<file path="config.mk">
export PLATFORM = sky130hd
export DESIGN_NAME = atm_core_arbiter_flat
export DESIGN_NICKNAME = d
export VERILOG_FILES = /design/src/rtl/atm_pkg.sv /design/src/rtl/atm_core_arbiter_if.sv /design/src/rtl/atm_core_arbiter_rr_picker.sv /design/src/rtl/atm_core_arbiter.sv /design/src/flat_wrapper.sv
export SDC_FILE = /design/constraint.sdc
export NUM_CORES = 1
export LEC_CHECK = 0
export BUFFER_PORTS_ARGS = -buffer_cell sky130_fd_sc_hd__buf_2
export CORE_AREA = 2 2 176 178
export CTS_CLUSTER_SIZE = 25
export DETAILED_ROUTE_END_ITERATION = 8
export DIE_AREA = 0 0 178 180
export PLACE_DENSITY = 0.54
export REMOVE_ABC_BUFFERS = 1
export SKIP_LAST_GASP = 1
export SLEW_MARGIN = 40
export SYNTH_ARGS = -nofsm -noshare
export SYNTH_HDL_FRONTEND = slang
export SYNTH_SLANG_ARGS = --single-unit
</file>
<file path="constraint.sdc">
create_clock -name clk -period 4.7 [get_ports clk]
set_input_delay 0.235 -clock clk [delete_from_list [all_inputs] [get_ports clk]]
set_output_delay 0.235 -clock clk [all_outputs]
set_load 0.02 [all_outputs]
</file>
<file path="src/rtl/atm_pkg.sv">
// Shared ATM transaction field widths, opcodes and arbiter state encoding.
// Latency: n/a (declarations only).
// Backpressure: n/a.
package atm_pkg;

    localparam int OP_W  = 3;
    localparam int ACC_W = 4;
    localparam int PIN_W = 16;
    localparam int AMT_W = 32;

    localparam logic [OP_W-1:0] OP_BALANCE = 3'd3;
    localparam logic [OP_W-1:0] OP_DEPOSIT = 3'd5;

    typedef enum logic [1:0] {
        IDLE  = 2'd0,
        RUN   = 2'd1,
        RESP  = 2'd2,
        CLEAR = 2'd3
    } arb_state_e;

endpackage

</file>
<file path="src/rtl/atm_core_arbiter_if.sv">
// Terminal-side and core-side signal bundle for the ATM core arbiter.
// Latency: n/a (wiring only).
// Backpressure: level req held by a terminal until its done or abort.
interface atm_core_arbiter_if
    import atm_pkg::*;
#(
    parameter int N_TERM = 4
);
    logic [N_TERM-1:0]       req;
    logic [OP_W*N_TERM-1:0]  t_operation;
    logic [ACC_W*N_TERM-1:0] t_acc_num;
    logic [PIN_W*N_TERM-1:0] t_pin;
    logic [PIN_W*N_TERM-1:0] t_new_pin;
    logic [AMT_W*N_TERM-1:0] t_amount;
    logic [N_TERM-1:0]       t_language;

    logic [N_TERM-1:0]       grant;
    logic [N_TERM-1:0]       done;
    logic [N_TERM-1:0]       aborted;
    logic [AMT_W-1:0]        result_balance;
    logic                    result_success;

    logic                    core_rst;
    logic [OP_W-1:0]         core_operation;
    logic [ACC_W-1:0]        core_acc_num;
    logic [PIN_W-1:0]        core_pin;
    logic [PIN_W-1:0]        core_new_pin;
    logic [AMT_W-1:0]        core_amount;
    logic                    core_language;
    logic [AMT_W-1:0]        core_balance;
    logic                    core_success;
    logic [2:0]              core_state;

    modport master (
        input  req, t_operation, t_acc_num, t_pin, t_new_pin, t_amount, t_language,
        input  core_balance, core_success, core_state,
        output grant, done, aborted, result_balance, result_success,
        output core_rst, core_operation, core_acc_num, core_pin, core_new_pin,
        output core_amount, core_language
    );

    modport slave (
        output req, t_operation, t_acc_num, t_pin, t_new_pin, t_amount, t_language,
        output core_balance, core_success, core_state,
        input  grant, done, aborted, result_balance, result_success,
        input  core_rst, core_operation, core_acc_num, core_pin, core_new_pin,
        input  core_amount, core_language
    );

endinterface

</file>
<file path="src/rtl/atm_core_arbiter_rr_picker.sv">
// Round-robin priority select: first set req bit at or above ptr, wrapping.
// Latency: combinational.
// Backpressure: none; an all-zero req yields an all-zero one-hot.
module rr_picker #(
    parameter int N_TERM = 4,
    parameter int PTR_W  = 2
) (
    input  logic [N_TERM-1:0] req,
    input  logic [PTR_W-1:0]  ptr,
    output logic [N_TERM-1:0] win_oh,
    output logic [PTR_W-1:0]  win_idx
);
    always_comb begin
        int  idx;
        logic found;
        win_oh  = '0;
        win_idx = '0;
        found   = 1'b0;
        idx     = 0;
        for (int i = 0; i < N_TERM; i++) begin
            idx = int'(ptr) + i;
            if (idx >= N_TERM) idx = idx - N_TERM;
            if (!found && req[idx]) begin
                found       = 1'b1;
                win_oh[idx] = 1'b1;
                win_idx     = PTR_W'(idx);
            end
        end
    end

endmodule

</file>
<file path="src/rtl/atm_core_arbiter.sv">
// Shares one ATM core among N_TERM terminals in round-robin sessions.
// Latency: grant 1 cycle after req, done CORE_LAT+1 cycles after req; slot CORE_LAT+3.
// Backpressure: req is a held level; dropping it mid-session aborts the session.
module atm_core_arbiter
    import atm_pkg::*;
#(
    parameter int N_TERM   = 4,
    parameter int CORE_LAT = 4
) (
    input  logic               clk,
    input  logic               rst,
    atm_core_arbiter_if.master bus
);
    localparam int PTR_W = (N_TERM > 1) ? $clog2(N_TERM) : 1;
    localparam int CNT_W = (CORE_LAT > 1) ? $clog2(CORE_LAT) : 1;
    localparam logic [CNT_W-1:0] CNT_INIT = CNT_W'(CORE_LAT - 1);
    localparam logic [PTR_W-1:0] PTR_LAST = PTR_W'(N_TERM - 1);

    arb_state_e        state_q, state_d;
    logic [PTR_W-1:0]  ptr_q, ptr_d, sel_q, sel_d;
    logic [CNT_W-1:0]  cnt_q, cnt_d;
    logic [N_TERM-1:0] grant_q, grant_d, done_q, done_d, aborted_q, aborted_d;
    logic [AMT_W-1:0]  bal_q, bal_d, amt_q, amt_d;
    logic              succ_q, succ_d, core_rst_q, core_rst_d, lang_q, lang_d;
    logic [OP_W-1:0]   op_q, op_d;
    logic [ACC_W-1:0]  acc_q, acc_d;
    logic [PIN_W-1:0]  pin_q, pin_d, npin_q, npin_d;

    logic [N_TERM-1:0] pick_oh;
    logic [PTR_W-1:0]  pick_idx;

    rr_picker #(.N_TERM(N_TERM), .PTR_W(PTR_W)) u_picker (
        .req     (bus.req),
        .ptr     (ptr_q),
        .win_oh  (pick_oh),
        .win_idx (pick_idx)
    );

    always_comb begin
        state_d    = state_q;
        ptr_d      = ptr_q;
        sel_d      = sel_q;
        cnt_d      = cnt_q;
        done_d     = '0;
        aborted_d  = '0;
        bal_d      = bal_q;
        succ_d     = succ_q;
        op_d       = op_q;
        acc_d      = acc_q;
        pin_d      = pin_q;
        npin_d     = npin_q;
        amt_d      = amt_q;
        lang_d     = lang_q;
        grant_d    = '0;
        core_rst_d = 1'b1;
        case (state_q)
            IDLE: begin
                if (|pick_oh) begin
                    sel_d   = pick_idx;
                    op_d    = bus.t_operation[pick_idx*OP_W +: OP_W];
                    acc_d   = bus.t_acc_num[pick_idx*ACC_W +: ACC_W];
                    pin_d   = bus.t_pin[pick_idx*PIN_W +: PIN_W];
                    npin_d  = bus.t_new_pin[pick_idx*PIN_W +: PIN_W];
                    amt_d   = bus.t_amount[pick_idx*AMT_W +: AMT_W];
                    lang_d  = bus.t_language[pick_idx];
                    cnt_d   = CNT_INIT;
                    state_d = RUN;
                end
            end
            RUN: begin
                if (!bus.req[sel_q]) begin
                    aborted_d[sel_q] = 1'b1;
                    state_d          = CLEAR;
                end else if (cnt_q == '0) begin
                    // Results are sampled on the same edge that raises done.
                    bal_d         = bus.core_balance;
                    succ_d        = bus.core_success;
                    done_d[sel_q] = 1'b1;
                    state_d       = RESP;
                end else begin
                    cnt_d = cnt_q - 1'b1;
                end
            end
            RESP: begin
                ptr_d   = (sel_q == PTR_LAST) ? '0 : sel_q + 1'b1;
                state_d = CLEAR;
            end
            CLEAR:   state_d = IDLE;
            default: state_d = IDLE;
        endcase
        if (state_d == RUN || state_d == RESP) grant_d[sel_d] = 1'b1;
        core_rst_d = (state_d != CLEAR);
    end

    always_ff @(posedge clk or negedge rst) begin
        if (!rst) begin
            state_q    <= IDLE;
            ptr_q      <= '0;
            sel_q      <= '0;
            cnt_q      <= '0;
            grant_q    <= '0;
            done_q     <= '0;
            aborted_q  <= '0;
            bal_q      <= '0;
            succ_q     <= 1'b0;
            core_rst_q <= 1'b0;
            op_q       <= '0;
            acc_q      <= '0;
            pin_q      <= '0;
            npin_q     <= '0;
            amt_q      <= '0;
            lang_q     <= 1'b0;
        end else begin
            state_q    <= state_d;
            ptr_q      <= ptr_d;
            sel_q      <= sel_d;
            cnt_q      <= cnt_d;
            grant_q    <= grant_d;
            done_q     <= done_d;
            aborted_q  <= aborted_d;
            bal_q      <= bal_d;
            succ_q     <= succ_d;
            core_rst_q <= core_rst_d;
            op_q       <= op_d;
            acc_q      <= acc_d;
            pin_q      <= pin_d;
            npin_q     <= npin_d;
            amt_q      <= amt_d;
            lang_q     <= lang_d;
        end
    end

    assign bus.grant          = grant_q;
    assign bus.done           = done_q;
    assign bus.aborted        = aborted_q;
    assign bus.result_balance = bal_q;
    assign bus.result_success = succ_q;
    assign bus.core_rst       = core_rst_q;
    assign bus.core_operation = op_q;
    assign bus.core_acc_num   = acc_q;
    assign bus.core_pin       = pin_q;
    assign bus.core_new_pin   = npin_q;
    assign bus.core_amount    = amt_q;
    assign bus.core_language  = lang_q;

endmodule

</file>
<file path="src/flat_wrapper.sv">
// flat-port wrapper written by rule: the top's interface ports become plain ports
module atm_core_arbiter_flat import atm_pkg::*;
#(
    parameter int N_TERM   = 4,
    parameter int CORE_LAT = 4
)
  (clk, rst, bus_req, bus_t_operation, bus_t_acc_num, bus_t_pin, bus_t_new_pin, bus_t_amount, bus_t_language, bus_core_balance, bus_core_success, bus_core_state, bus_grant, bus_done, bus_aborted, bus_result_balance, bus_result_success, bus_core_rst, bus_core_operation, bus_core_acc_num, bus_core_pin, bus_core_new_pin, bus_core_amount, bus_core_language);
  atm_core_arbiter_if #(.N_TERM(N_TERM)) bus_i ();
  input  logic clk;
  input  logic rst;
  input wire logic [$bits(bus_i.req)-1:0] bus_req;
  input wire logic [$bits(bus_i.t_operation)-1:0] bus_t_operation;
  input wire logic [$bits(bus_i.t_acc_num)-1:0] bus_t_acc_num;
  input wire logic [$bits(bus_i.t_pin)-1:0] bus_t_pin;
  input wire logic [$bits(bus_i.t_new_pin)-1:0] bus_t_new_pin;
  input wire logic [$bits(bus_i.t_amount)-1:0] bus_t_amount;
  input wire logic [$bits(bus_i.t_language)-1:0] bus_t_language;
  input wire logic [$bits(bus_i.core_balance)-1:0] bus_core_balance;
  input wire logic [$bits(bus_i.core_success)-1:0] bus_core_success;
  input wire logic [$bits(bus_i.core_state)-1:0] bus_core_state;
  output wire logic [$bits(bus_i.grant)-1:0] bus_grant;
  output wire logic [$bits(bus_i.done)-1:0] bus_done;
  output wire logic [$bits(bus_i.aborted)-1:0] bus_aborted;
  output wire logic [$bits(bus_i.result_balance)-1:0] bus_result_balance;
  output wire logic [$bits(bus_i.result_success)-1:0] bus_result_success;
  output wire logic [$bits(bus_i.core_rst)-1:0] bus_core_rst;
  output wire logic [$bits(bus_i.core_operation)-1:0] bus_core_operation;
  output wire logic [$bits(bus_i.core_acc_num)-1:0] bus_core_acc_num;
  output wire logic [$bits(bus_i.core_pin)-1:0] bus_core_pin;
  output wire logic [$bits(bus_i.core_new_pin)-1:0] bus_core_new_pin;
  output wire logic [$bits(bus_i.core_amount)-1:0] bus_core_amount;
  output wire logic [$bits(bus_i.core_language)-1:0] bus_core_language;
  assign bus_i.req = bus_req;
  assign bus_i.t_operation = bus_t_operation;
  assign bus_i.t_acc_num = bus_t_acc_num;
  assign bus_i.t_pin = bus_t_pin;
  assign bus_i.t_new_pin = bus_t_new_pin;
  assign bus_i.t_amount = bus_t_amount;
  assign bus_i.t_language = bus_t_language;
  assign bus_i.core_balance = bus_core_balance;
  assign bus_i.core_success = bus_core_success;
  assign bus_i.core_state = bus_core_state;
  assign bus_grant = bus_i.grant;
  assign bus_done = bus_i.done;
  assign bus_aborted = bus_i.aborted;
  assign bus_result_balance = bus_i.result_balance;
  assign bus_result_success = bus_i.result_success;
  assign bus_core_rst = bus_i.core_rst;
  assign bus_core_operation = bus_i.core_operation;
  assign bus_core_acc_num = bus_i.core_acc_num;
  assign bus_core_pin = bus_i.core_pin;
  assign bus_core_new_pin = bus_i.core_new_pin;
  assign bus_core_amount = bus_i.core_amount;
  assign bus_core_language = bus_i.core_language;
  atm_core_arbiter #(.N_TERM(N_TERM), .CORE_LAT(CORE_LAT)) u_core (.clk(clk), .rst(rst), .bus(bus_i));
endmodule
</file>
==> out/results.txt, run 1 <==
Core area -> 0.0302 mm²
Clock Skew -> 0.0103 ns
Critical Path Source Type -> flip-flop
Initial Utilization -> 26.2%
Placed Area -> 0.0104 mm²
F_max -> 0.267 GHz
Leak pwr -> 0.00536 µW
Non-Filler Instances -> 1580
Pin count of the biggest net entering global routing -> 98
Clk pin slew, worst setup/hold paths -> 0.07 ns
Via count -> 8210
Syn-to-layout area delta -> 40.5%
Warnings from Yosys -> 0
CP Capture Type -> flip-flop
Setup violators final -> 0
Die area -> 0.0320 mm²
# rows -> 64
GRT overflow -> 0
Final Cell Area -> 0.0111 mm²
Worst slew pin tran -> 0.784 ns
Cell taking the most area after synthesis -> dfrtp_1
Post-synth EDFFs -> 0
Arrival time worst endpoint -> 4.04 ns
RSZ-0062 raised after global routing -> no
Clk sinks -> 126
Worst skew pair latency -> 0.42 ns
Clock tree buffer depth -> 2
Post-Syn Area per Cell -> 10.2 µm²
# Max-Cap Violations -> 0
Min Tclk post-route -> 3.74 ns
Distinct cells, synth -> 50
Post-CTS Resized -> 0
Drt total wl -> 31100 µm
Fill cells -> 3120
Hpwl dp -> 21800 µm
Drt initial violations -> 400
Slew Viols, Final -> 0
First-pass GRT wire length -> 46300 µm
Crit-path max FO -> 94
Fraction of registers with async set/reset -> 100%
Synthesized cell area -> 0.00791 mm²
Predominant post-synthesis flop cell -> dfrtp_1
Synth area leaders -> dfrtp_1 40%, mux2_2 12%, a221o_1 6.2%
Port Buffers -> 444
Layout net count -> 1511
Initial antenna violation count -> 4
Sequential share of the synthesized area -> 39.9%
Hold Slack -> 0.0540 ns
Die width -> 178 µm
Final Hold Fails -> 0
DR WL/cell -> 19.7 µm
Die H -> 180 µm
Vias in the first global route -> 8033
Max H-tree Level -> 4
Root Buffer Master -> clkbuf_16
ANT nets after route -> 0
Routability congestion estimate -> 0.795
Final period utilization -> 79.6%
CTS tree -> built
FF+latch count, synth -> 126
Class of the worst hold path -> primary input to flip-flop
Total CTS buffers -> 17
Slew headroom -> 47.8%
P per Cell Area -> 729 mW/mm²
Drc violations -> 0
CP Data Required Time -> 5.00 ns
Layout cells sized above 1 -> 50.3%
Footprint of the multi-input gates -> 0.00434 mm²
Setup CP Type -> flip-flop to flip-flop
Status -> completed
Tot GR Track Use -> 18.7%
Peak VDD IR -> 0.000458 V
Initial DRT Pass Iterations -> 7
FF/Latch Area -> 0.00315 mm²
Cells after Synth -> 778
Number of I/O pins -> 448
Vias per inst -> 5.20
Post-Place Cells -> 1544
Post-synth top area share -> 39.9%
-- critical path, stage by stage, from the launching register on --
cell,delay [ns]
dfrtp_1,0.64
inv_1,0.18
ha_1,0.49
mux4_2,0.53
nand2b_1,0.28
a22oi_2,0.26
buf_12,0.41
mux2i_1,0.32
nor3_1,0.09
a211o_1,0.28
-- per-stage QoR --
step | utilization (%) | total power (µW) | worst slack, ns | TNS [ns]
global route | 36.8 | 8650 | 0.721 | 0
detailed placement | 34.6 | 6680 | 1.01 | 0
global placement | 34.6 | 6650 | 1.04 | 0
CTS | 36.8 | 8190 | 0.987 | 0
floorplan | - | 5030 | -3.32 | -239.48
finish | 36.8 | 8090 | 0.960 | 0
-- worst paths after layout --
kind                       slack (ns)               startpoint                             to  cells past startpoint
setup / recovery                 0.96          u_core.ptr_q[1]     u_core.bus.core_amount[11]                      9
hold / removal                   0.05      bus_core_balance[5]   u_core.bus.result_balance[5]                      2
setup reg to reg                 0.96          u_core.ptr_q[1]     u_core.bus.core_amount[11]                      9
hold reg to reg                  0.48  u_core.bus.core_pin[11]        u_core.bus.core_pin[11]                      1
max in group asynchronous        3.43                      rst  u_core.bus.result_balance[11]                      3
min in group asynchronous        0.28                      rst     u_core.bus.core_amount[26]                      2
-- power by group --
part	internal, µW	switching (µW)
registers	1580	297
clock network	935	532
logic	1810	2930
total	4330	3760
-- layer usage --
metal | GRT usage (%) | up-vias | routed length, µm
met3 | 4.70 | 30 | 2390
met4 | 6.10 | 2 | 590
met5 | 0 | - | 11
met2 | 32.2 | 375 | 15400
met1 | 22.7 | 3956 | 12700
li1 | - | 3847 | -
-- area by class of cell --
| type | count | share of cell area [%] |
|---|---|---|
| Timing Repair Buffer | 463 | 21.7 |
| Clock inverter | 11 | 1.62 |
| Clock buffer | 20 | 4.20 |
| Sequential cell | 126 | 28.4 |
| Antenna cell | 4 | 0.0901 |
| Multi-Input combinational cell | 546 | 39.1 |
| Tap cell | 396 | 4.46 |
| Inverter | 14 | 0.473 |
-- Yosys cell counts (2+ instances only) --
cell	count
a22o_1	6
dfrtp_1	126
nor2_1	54
inv_1	14
o2111ai_1	5
ha_1	13
a32o_1	2
buf_2	35
a31oi_1	3
o22ai_1	2
nor2b_1	3
nor3_1	33
clkbuf_1	42
nand3_1	8
a211o_1	20
a221oi_1	4
o31ai_1	49
a21oi_1	11
nand2b_1	4
mux2i_1	24
o21a_1	3
mux4_2	4
mux2_2	83
nand2_1	21
a211oi_1	48
nand4_1	48
nor4_1	20
buf_1	5
a21o_1	4
a221o_1	49
o21ai_0	8
buf_6	3
buf_4	7
-- logic make-up after synthesis --
family                   share of synthesized area (%)
buffers and inverters                             6.20
adder cells (fa/ha/maj)                           2.06
flip-flops                                        39.9
multiplexers                                      16.1
AO/OA/AOI/OAI                                     23.0
AND/OR/NAND/NOR                                   12.7
-- layout by cell type, fill, tap and decap left out, types with 3 or more instances in the layout --
| master | Yosys | final |
|---|---|---|
| nand4_1 | 48 | 48 |
| a211oi_1 | 48 | 48 |
| nor2_1 | 54 | 54 |
| o2111ai_1 | 5 | 5 |
| diode_2 | 0 | 4 |
| inv_1 | 14 | 14 |
| a211o_1 | 20 | 20 |
| nor4_1 | 20 | 20 |
| clkinv_4 | 0 | 4 |
| mux2_2 | 83 | 83 |
| a22o_1 | 6 | 6 |
| ha_1 | 13 | 13 |
| mux4_2 | 4 | 4 |
| buf_2 | 35 | 443 |
| o21ai_0 | 8 | 8 |
| nand2b_1 | 4 | 4 |
| buf_12 | 0 | 3 |
| a31oi_1 | 3 | 3 |
| buf_4 | 7 | 15 |
| clkbuf_8 | 0 | 3 |
| clkbuf_16 | 0 | 17 |
| o31ai_1 | 49 | 49 |
| mux2i_1 | 24 | 24 |
| a221oi_1 | 4 | 4 |
| nand3_1 | 8 | 8 |
| bufinv_16 | 0 | 4 |
| nand2_1 | 21 | 21 |
| a21oi_1 | 11 | 10 |
| nor3_1 | 33 | 32 |
| dfrtp_1 | 126 | 126 |
| a221o_1 | 49 | 49 |
| nor2b_1 | 3 | 3 |
| o21a_1 | 3 | 3 |
-- state kept, by name, indices dropped and copies added (netlist names), 3 cells and up --
signal                     cells
u_core.bus.result_balance     32
u_core.bus.done                4
u_core.bus.core_pin           16
u_core.bus.aborted             4
u_core.bus.core_operation      3
u_core.bus.grant               4
u_core.bus.core_acc_num        4
u_core.bus.core_new_pin       16
u_core.bus.core_amount        32
-- repair_timing --
action                                  in CTS  in global routing
hold buffers                                 1                  0
hold endpoints to repair                    32                  0
endpoints found under the setup margin       0                  0
buffers inserted                             0                  0
Power figures use the tool's default switching activity.
==> run 2, diff against run 1 <==
Settings changed: ABC_AREA set to 1, CORE_AREA 2 2 176 178 to 2 2 173 175, DIE_AREA 0 0 178 180 to 0 0 175 177, PLACE_DENSITY 0.54 to 0.59.
Clock period 4.7 ns to 3.25 ns, I/O delays scaled along.
==> out/results.txt, run 2 <==
Slew headroom -> 55.0% (+7.3 points)
CTS tree -> built
Status -> completed
Placed Area -> 0.0109 mm² (+4.7%)
Setup TNS -> 0 ns (unchanged)
Setup CP Type -> flip-flop to flip-flop
Post-synth EDFFs -> 0 (unchanged)
Port Buffers -> 444 (unchanged)
Min Tclk post-route -> 2.96 ns (-0.778 ns)
Reg2reg path depth -> 11 (+2)
Final Cell Area -> 0.0119 mm² (+6.9%)
FF/Latch Area -> 0.00315 mm² (unchanged)
Worst path depth -> 11 (+2)
Sequential share of the synthesized area -> 38.0% (-1.8 points)
Clk sinks -> 126 (unchanged)
# Max-Cap Violations -> 0 (unchanged)
Cell taking the most area after synthesis -> dfrtp_1
Vias in the first global route -> 9171 (+14%)
Footprint of the multi-input gates -> 0.00410 mm² (-5.4%)
Clk pin slew, worst setup/hold paths -> 0.06 ns (about the same)
GRT overflow -> 0 (unchanged)
# rows -> 63 (-1.6%)
Drc violations -> 0 (unchanged)
First-pass GRT wire length -> 47700 µm (+3.1%)
Fill cells -> 3143 (+0.74%)
Commonest non-fill, non-tap cells in the layout -> 482 x nand2_1, 443 x buf_2, 275 x nand3_1
Distinct cells, synth -> 25 (-50%)
Total CTS buffers -> 17 (unchanged)
Peak VDD IR -> 0.000837 V (+83%)
Die area -> 0.0310 mm² (-3.3%)
CP Capture Type -> flip-flop
Fraction of registers with async set/reset -> 100% (unchanged)
Clock tree buffer depth -> 2 (unchanged)
Initial DRT Pass Iterations -> 5 (-2)
Hold depth -> 5 (+3)
DR WL/cell -> 14.5 µm (-26%)
Warnings from Yosys -> 0 (unchanged)
Crit-path max FO -> 50 (-47%)
Final period utilization -> 91.2% (+12 points)
Top-count cell post-synth -> nand2_1
Predominant post-synthesis flop cell -> dfrtp_1
ANT nets after route -> 0 (unchanged)
Setup violators final -> 0 (unchanged)
Die width -> 175 µm (-1.7%)
Die H -> 177 µm (-1.7%)
Layout net count -> 2034 (+35%)
Drt total wl -> 30300 µm (-2.4%)
Worst path bufs/invs -> 3 (+1)
Core area -> 0.0292 mm² (-3.1%)
RSZ-0062 raised after global routing -> no
Class of the worst hold path -> primary input to flip-flop
Critical Path Source Type -> flip-flop
Number of I/O pins -> 448 (unchanged)
P per Cell Area -> 1250 mW/mm² (+71%)
Critical path cell sequence -> inv_2 -> ha_1 -> inv_1 -> nand3_1 -> nand2_1 -> nor2_2 -> nand4_1 -> nand2_2 -> buf_4 -> o21ai_0 -> nor2_1
Clock Skew -> 0.00966 ns (-0.000664 ns)
Synth area leaders -> dfrtp_1 38%, nand2_1 22%, nand3_1 17%
CP max-delay cell -> dfrtp_1
Worst path max stage delay -> 0.61 ns (-0.03 ns)
Drt initial violations -> 378 (-5.5%)
Layout cells sized above 1 -> 32.0% (-18 points)
Initial Utilization -> 28.3% (+2.1 points)
Worst slew pin tran -> 0.675 ns (-0.109 ns)
F_max -> 0.338 GHz (+26%)
Hpwl dp -> 22300 µm (+2.1%)
Syn-to-layout area delta -> 43.3%
Initial antenna violation count -> 2 (-2)
FF+latch count, synth -> 126 (unchanged)
Worst skew pair latency -> 0.41 ns (about the same)
Post-synth top cells -> 483 x nand2_1, 275 x nand3_1, 174 x inv_1
Synthesized cell area -> 0.00829 mm² (+4.8%)
Tot GR Track Use -> 19.4% (+0.73 points)
Cells after Synth -> 1250 (+61%)
CP top delay family -> buffers and inverters
Root Buffer Master -> clkbuf_16
Most common library cell in the layout ignoring fill and taps -> nand2_1
Arrival time worst endpoint -> 3.30 ns (-0.74 ns)
Pin count of the biggest net entering global routing -> 83 (-15%)
Routability congestion estimate -> 0.840 (+5.6%)
Vias per inst -> 4.52 (-13%)
Postcts setup bufs -> 0 (unchanged)
Post-synth top area share -> 38.0% (-1.8 points)
Slew Viols, Final -> 0 (unchanged)
Post-Syn Area per Cell -> 6.63 µm² (-35%)
Final Hold Fails -> 0 (unchanged)
Via count -> 9473 (+15%)
CP Data Required Time -> 3.58 ns (-1.42 ns)
Max H-tree Level -> 4 (unchanged)
Leak pwr -> 0.00717 µW (+34%)
[run 2: timing repair]
| action | in CTS | in global routing |
|---|---|---|
| gates resized for setup | 0 | 0 |
| endpoints found under the hold margin | 114 | 0 |
| hold buffers | 34 | 0 |
[run 2: logic make-up (layout without fill, tap and decap cells)]
family          after synthesis  after routing  synth area share [%]
flops                       126            126                  38.0
other cells                   0              2                     0
fa+ha+maj                    13             13                  1.96
buf+inv                     253            707                  12.8
simple gates                807            807                  41.4
compound gates               18             18                  1.30
mux                          33             33                  4.48
[run 2: per-layer routing]
metal / wire length [µm] / vias up / global-route usage, % / part of all wire, %
met5: 0 / - / 0 / 0
met4: 688 / 0 / 6.39 / 2.3
met3: 2260 / 42 / 5.15 / 7.5
met2: 14800 / 361 / 33.5 / 49
met1: 12600 / 4321 / 23.6 / 42
li1: - / 4749 / - / -
[run 2: power by group]
group / switching (µW) / total, µW / internal [µW]
registers: 426 / 2740 / 2310
clock network: 813 / 1970 / 1160
logic: 6760 / 10100 / 3340
total: 8000 / 14800 / 6810
[run 2: layout make-up]
class,instances,share of cell area [%]
multi-input combinational,871,34.6
clock buffer,17,3.58
sequential,126,26.5
antenna,2,0.0421
clock inverter,15,1.46
inverter,176,5.56
tap,390,4.11
timing repair buffer,499,24.1
[run 2: worst reg2reg max path: stages (launching register included)]
cell and delay, ns:
dfrtp_1 0.61, inv_2 0.23, ha_1 0.43, inv_1 0.10, nand3_1 0.09, nand2_1 0.09, nor2_2 0.16, nand4_1 0.12
nand2_2 0.11, buf_4 0.50, o21ai_0 0.31, nor2_1 0.16
[run 2: worst paths after layout]
path | start | endpoint | slack (ns)
min reg2reg | u_core.bus.core_new_pin[10] | u_core.bus.core_new_pin[10] | 0.47
max | u_core.ptr_q[0] | u_core.bus.grant[1] | 0.29
max in group asynchronous | rst | u_core.bus.core_new_pin[13] | 2.22
min | bus_t_new_pin[14] | u_core.bus.core_new_pin[14] | 0.06
min in group asynchronous | rst | u_core.ptr_q[0] | 0.35
max reg2reg | u_core.ptr_q[0] | u_core.bus.grant[1] | 0.29
[run 2: stage by stage]
step / hold WS (ns) / utilization [%] / total power [µW] / worst slack, ns / instances
floorplan: -0.133 / - / 8960 / -2.48 / 1173
global placement: 0.268 / 37.4 / 12900 / 0.340 / 2028
detailed placement: 0.266 / 37.4 / 13000 / 0.292 / 2028
CTS: 0.0353 / 40.6 / 15000 / 0.258 / 2094
global route: 0.0465 / 40.6 / 16400 / 0.000515 / 2096
finish: 0.0559 / 40.6 / 14800 / 0.288 / 2096
==> run 3, diff against run 2 <==
Settings changed: CORE_AREA 2 2 173 175 to 2 2 175 177, DIE_AREA 0 0 175 177 to 0 0 177 179, PLACE_DENSITY 0.59 to 0.55, REMOVE_ABC_BUFFERS 1 to unset, SYNTH_HIERARCHICAL set to 1.
==> out/results.txt, run 3 <==
Status -> completed
Total Power -> 14600 µW (-1.7%)
Min Tclk post-route -> 2.84 ns (-0.119 ns)
Max H-tree Level -> 4 (unchanged)
RSZ-0062 raised after global routing -> no
Slack of the worst reg-to-reg path -> 0.41 ns (+0.12 ns)
Most common library cell in the layout ignoring fill and taps -> buf_2
DR WL/cell -> 15.4 µm (+6.2%)
Routability congestion estimate -> 0.818 (-2.6%)
Initial DRT Pass Iterations -> 5 (unchanged)
ANT nets after route -> 0 (unchanged)
Number of I/O pins -> 448 (unchanged)
Clock tree buffer depth -> 2 (unchanged)
Post-CTS Hold Buffers -> 33 (-2.9%)
Cells after Synth -> 1034 (-17%)
CP Data Required Time -> 3.55 ns (-0.03 ns)
Commonest non-fill, non-tap cells in the layout -> 443 x buf_2, 352 x nand2_1, 163 x nor2_1
Class of the worst hold path -> primary input to flip-flop
F_max -> 0.352 GHz (+4.2%)
Drc violations -> 0 (unchanged)
Cell taking the most area after synthesis -> dfrtp_1
Setup TNS -> 0 ns (unchanged)
Worst slew pin tran -> 0.617 ns (-0.0582 ns)
FF+latch count, synth -> 126 (unchanged)
Fill cells -> 3188 (+1.4%)
Post-synth EDFFs -> 0 (unchanged)
Critical Path Source Type -> flip-flop
Fraction of registers with async set/reset -> 100% (unchanged)
Via count -> 8602 (-9.2%)
Footprint of the multi-input gates -> 0.00370 mm² (-9.9%)
Arrival time worst endpoint -> 3.15 ns (-0.15 ns)
Setup violators final -> 0 (unchanged)
Initial antenna violation count -> 4 (+2)
Sequential share of the synthesized area -> 43.0% (+5.0 points)
Clock Skew -> 0.0230 ns (+0.0133 ns)
Top-count cell post-synth -> nand2_1
Core area -> 0.0300 mm² (+2.7%)
Vias in the first global route -> 7842 (-14%)
Drt total wl -> 29100 µm (-3.9%)
Warnings from Yosys -> 6 (+6)
Port Buffers -> 444 (unchanged)
Vias per inst -> 4.54 (+0.38%)
Post-CTS Resized -> 0 (unchanged)
Post-Syn Area per Cell -> 7.09 µm² (+7.0%)
Syn-to-layout area delta -> 49.0%
Layout net count -> 1830 (-10%)
Worst skew pair latency -> 0.42 ns (about the same)
Die H -> 179 µm (+1.1%)
Synth area leaders -> dfrtp_1 43%, nand2_1 18%, o21ai_0 10%
Reg2reg path depth -> 14 (+3)
Crit-path max FO -> 38 (-24%)
Layout cells sized above 1 -> 34.5% (+2.5 points)
Worst R2R Start -> u_core/ptr_q[0]
# Max-Cap Violations -> 0 (unchanged)
FF/Latch Area -> 0.00315 mm² (unchanged)
Pin count of the biggest net entering global routing -> 67 (-19%)
CP Capture Type -> flip-flop
Slew headroom -> 58.9% (+3.9 points)
Placed Area -> 0.00997 mm² (-8.7%)
Initial Utilization -> 24.4% (-3.9 points)
Clk pin slew, worst setup/hold paths -> 0.07 ns (about the same)
Die width -> 177 µm (+1.1%)
Post-synth top area share -> 43.0% (+5.0 points)
Final Cell Area -> 0.0109 mm² (-8.0%)
CTS tree -> built
P per Cell Area -> 1330 mW/mm² (+6.9%)
Slew Viols, Final -> 0 (unchanged)
Synthesized cell area -> 0.00733 mm² (-12%)
First-pass GRT wire length -> 42500 µm (-11%)
Peak VDD IR -> 0.000543 V (-35%)
Hold depth -> 3 (-2)
Total CTS buffers -> 17 (unchanged)
Tot GR Track Use -> 17.3% (-2.2 points)
Clk sinks -> 126 (unchanged)
Root Buffer Master -> clkbuf_16
Final period utilization -> 87.5% (-3.7 points)
Post-synth top cells -> 352 x nand2_1, 164 x nor2_1, 146 x o21ai_0
Post-Syn Nets -> 1378
Final Hold Fails -> 0 (unchanged)
Drt initial violations -> 448 (+19%)
R2R Path End -> u_core/bus.core_pin[12]
GRT overflow -> 0 (unchanged)
Leak pwr -> 0.00595 µW (-17%)
Hpwl dp -> 21600 µm (-2.8%)
Predominant post-synthesis flop cell -> dfrtp_1
Die area -> 0.0317 mm² (+2.3%)
Distinct cells, synth -> 31 (+24%)
# rows -> 64 (+1.6%)
Postcts setup bufs -> 0 (unchanged)
Critical path startpoint -> u_core/ptr_q[0]
Setup CP Type -> flip-flop to flip-flop
Critical Path Sink -> u_core/bus.core_pin[12]
==> run 3: cell types whose count changed after synthesis, sizes merged, moves of 3 or more <==
cell / delta
nand3: -245
inv: -146
o21ai: +136
nand2: -132
nor2: +132
o22ai: +72
mux2: -33
buf: -15
clkbuf: +7
a21boi: +3
a21oi: +3
==> run 3: layout make-up <==
type                            instances  share of cell area (%)
Multi-Input combinational cell        808                    33.8
Sequential cell                       126                    28.9
Timing Repair Buffer                  502                    25.9
Tap cell                              396                    4.54
Clock buffer                           20                    4.00
Clock inverter                         11                    1.65
Inverter                               31                    1.13
Antenna cell                            2                  0.0458
==> run 3: layer usage <==
layer	routed length (µm)	track usage, %	up-vias
met5	11	0	-
met2	14200	28.8	386
met1	12200	21.9	3885
met4	367	5.17	2
li1	-	-	4300
met3	2310	4.43	29
==> run 3: worst min path at each step <==
stage	start	end	slack (ns)
2_1_floorplan	rst	u_core/bus.aborted[0]	-0.13
3_3_place_gp	rst	u_core/bus.core_amount[1]	0.18
3_5_place_dp	rst	u_core/bus.core_amount[1]	0.18
4_1_cts	bus_core_balance[5]	u_core/bus.result_balance[5]	0.01
5_1_grt	bus_core_balance[5]	u_core/bus.result_balance[5]	0.03
6_report	bus_core_balance[5]	u_core/bus.result_balance[5]	0.03
==> run 3: kinds of logic (layout without fill, tap and decap cells) <==
family	count (synthesis)	after routing	share of synthesized area, %
simple gates	562	562	30.5
other cells	0	2	0
compound gates	232	232	17.3
fa+ha+maj	14	14	2.39
buf+inv	100	564	6.82
flops	126	126	43.0
==> run 3: power by group <==
group	internal (µW)	switching [µW]
registers	2320	382
logic	3290	6530
clock network	1290	748
total	6910	7660
==> run 3: worst max-delay path, cell delays in order (launching register included) <==
cell and delay (ns):
dfrtp_1 0.42, inv_6 0.09, ha_1 0.36, inv_1 0.13, nand3_1 0.09, nand2_1 0.14
nand3_1 0.09, nor2_1 0.13, nor2_1 0.08, nor2_4 0.22, inv_4 0.23, o21ai_0 0.44
o22ai_1 0.16, nand2_1 0.09, nand2_1 0.04
==> run 3: through the flow <==
stage,utilization [%],std cells,setup slack (ns),hold WS [ns]
5_1_grt,36.4,1896,0.155,0.0331
3_5_place_dp,33.2,1830,0.440,0.185
6_report,36.4,1896,0.407,0.0283
4_1_cts,36.4,1894,0.411,0.0140
3_3_place_gp,33.2,1830,0.421,0.176
2_1_floorplan,-,1034,0.524,-0.133
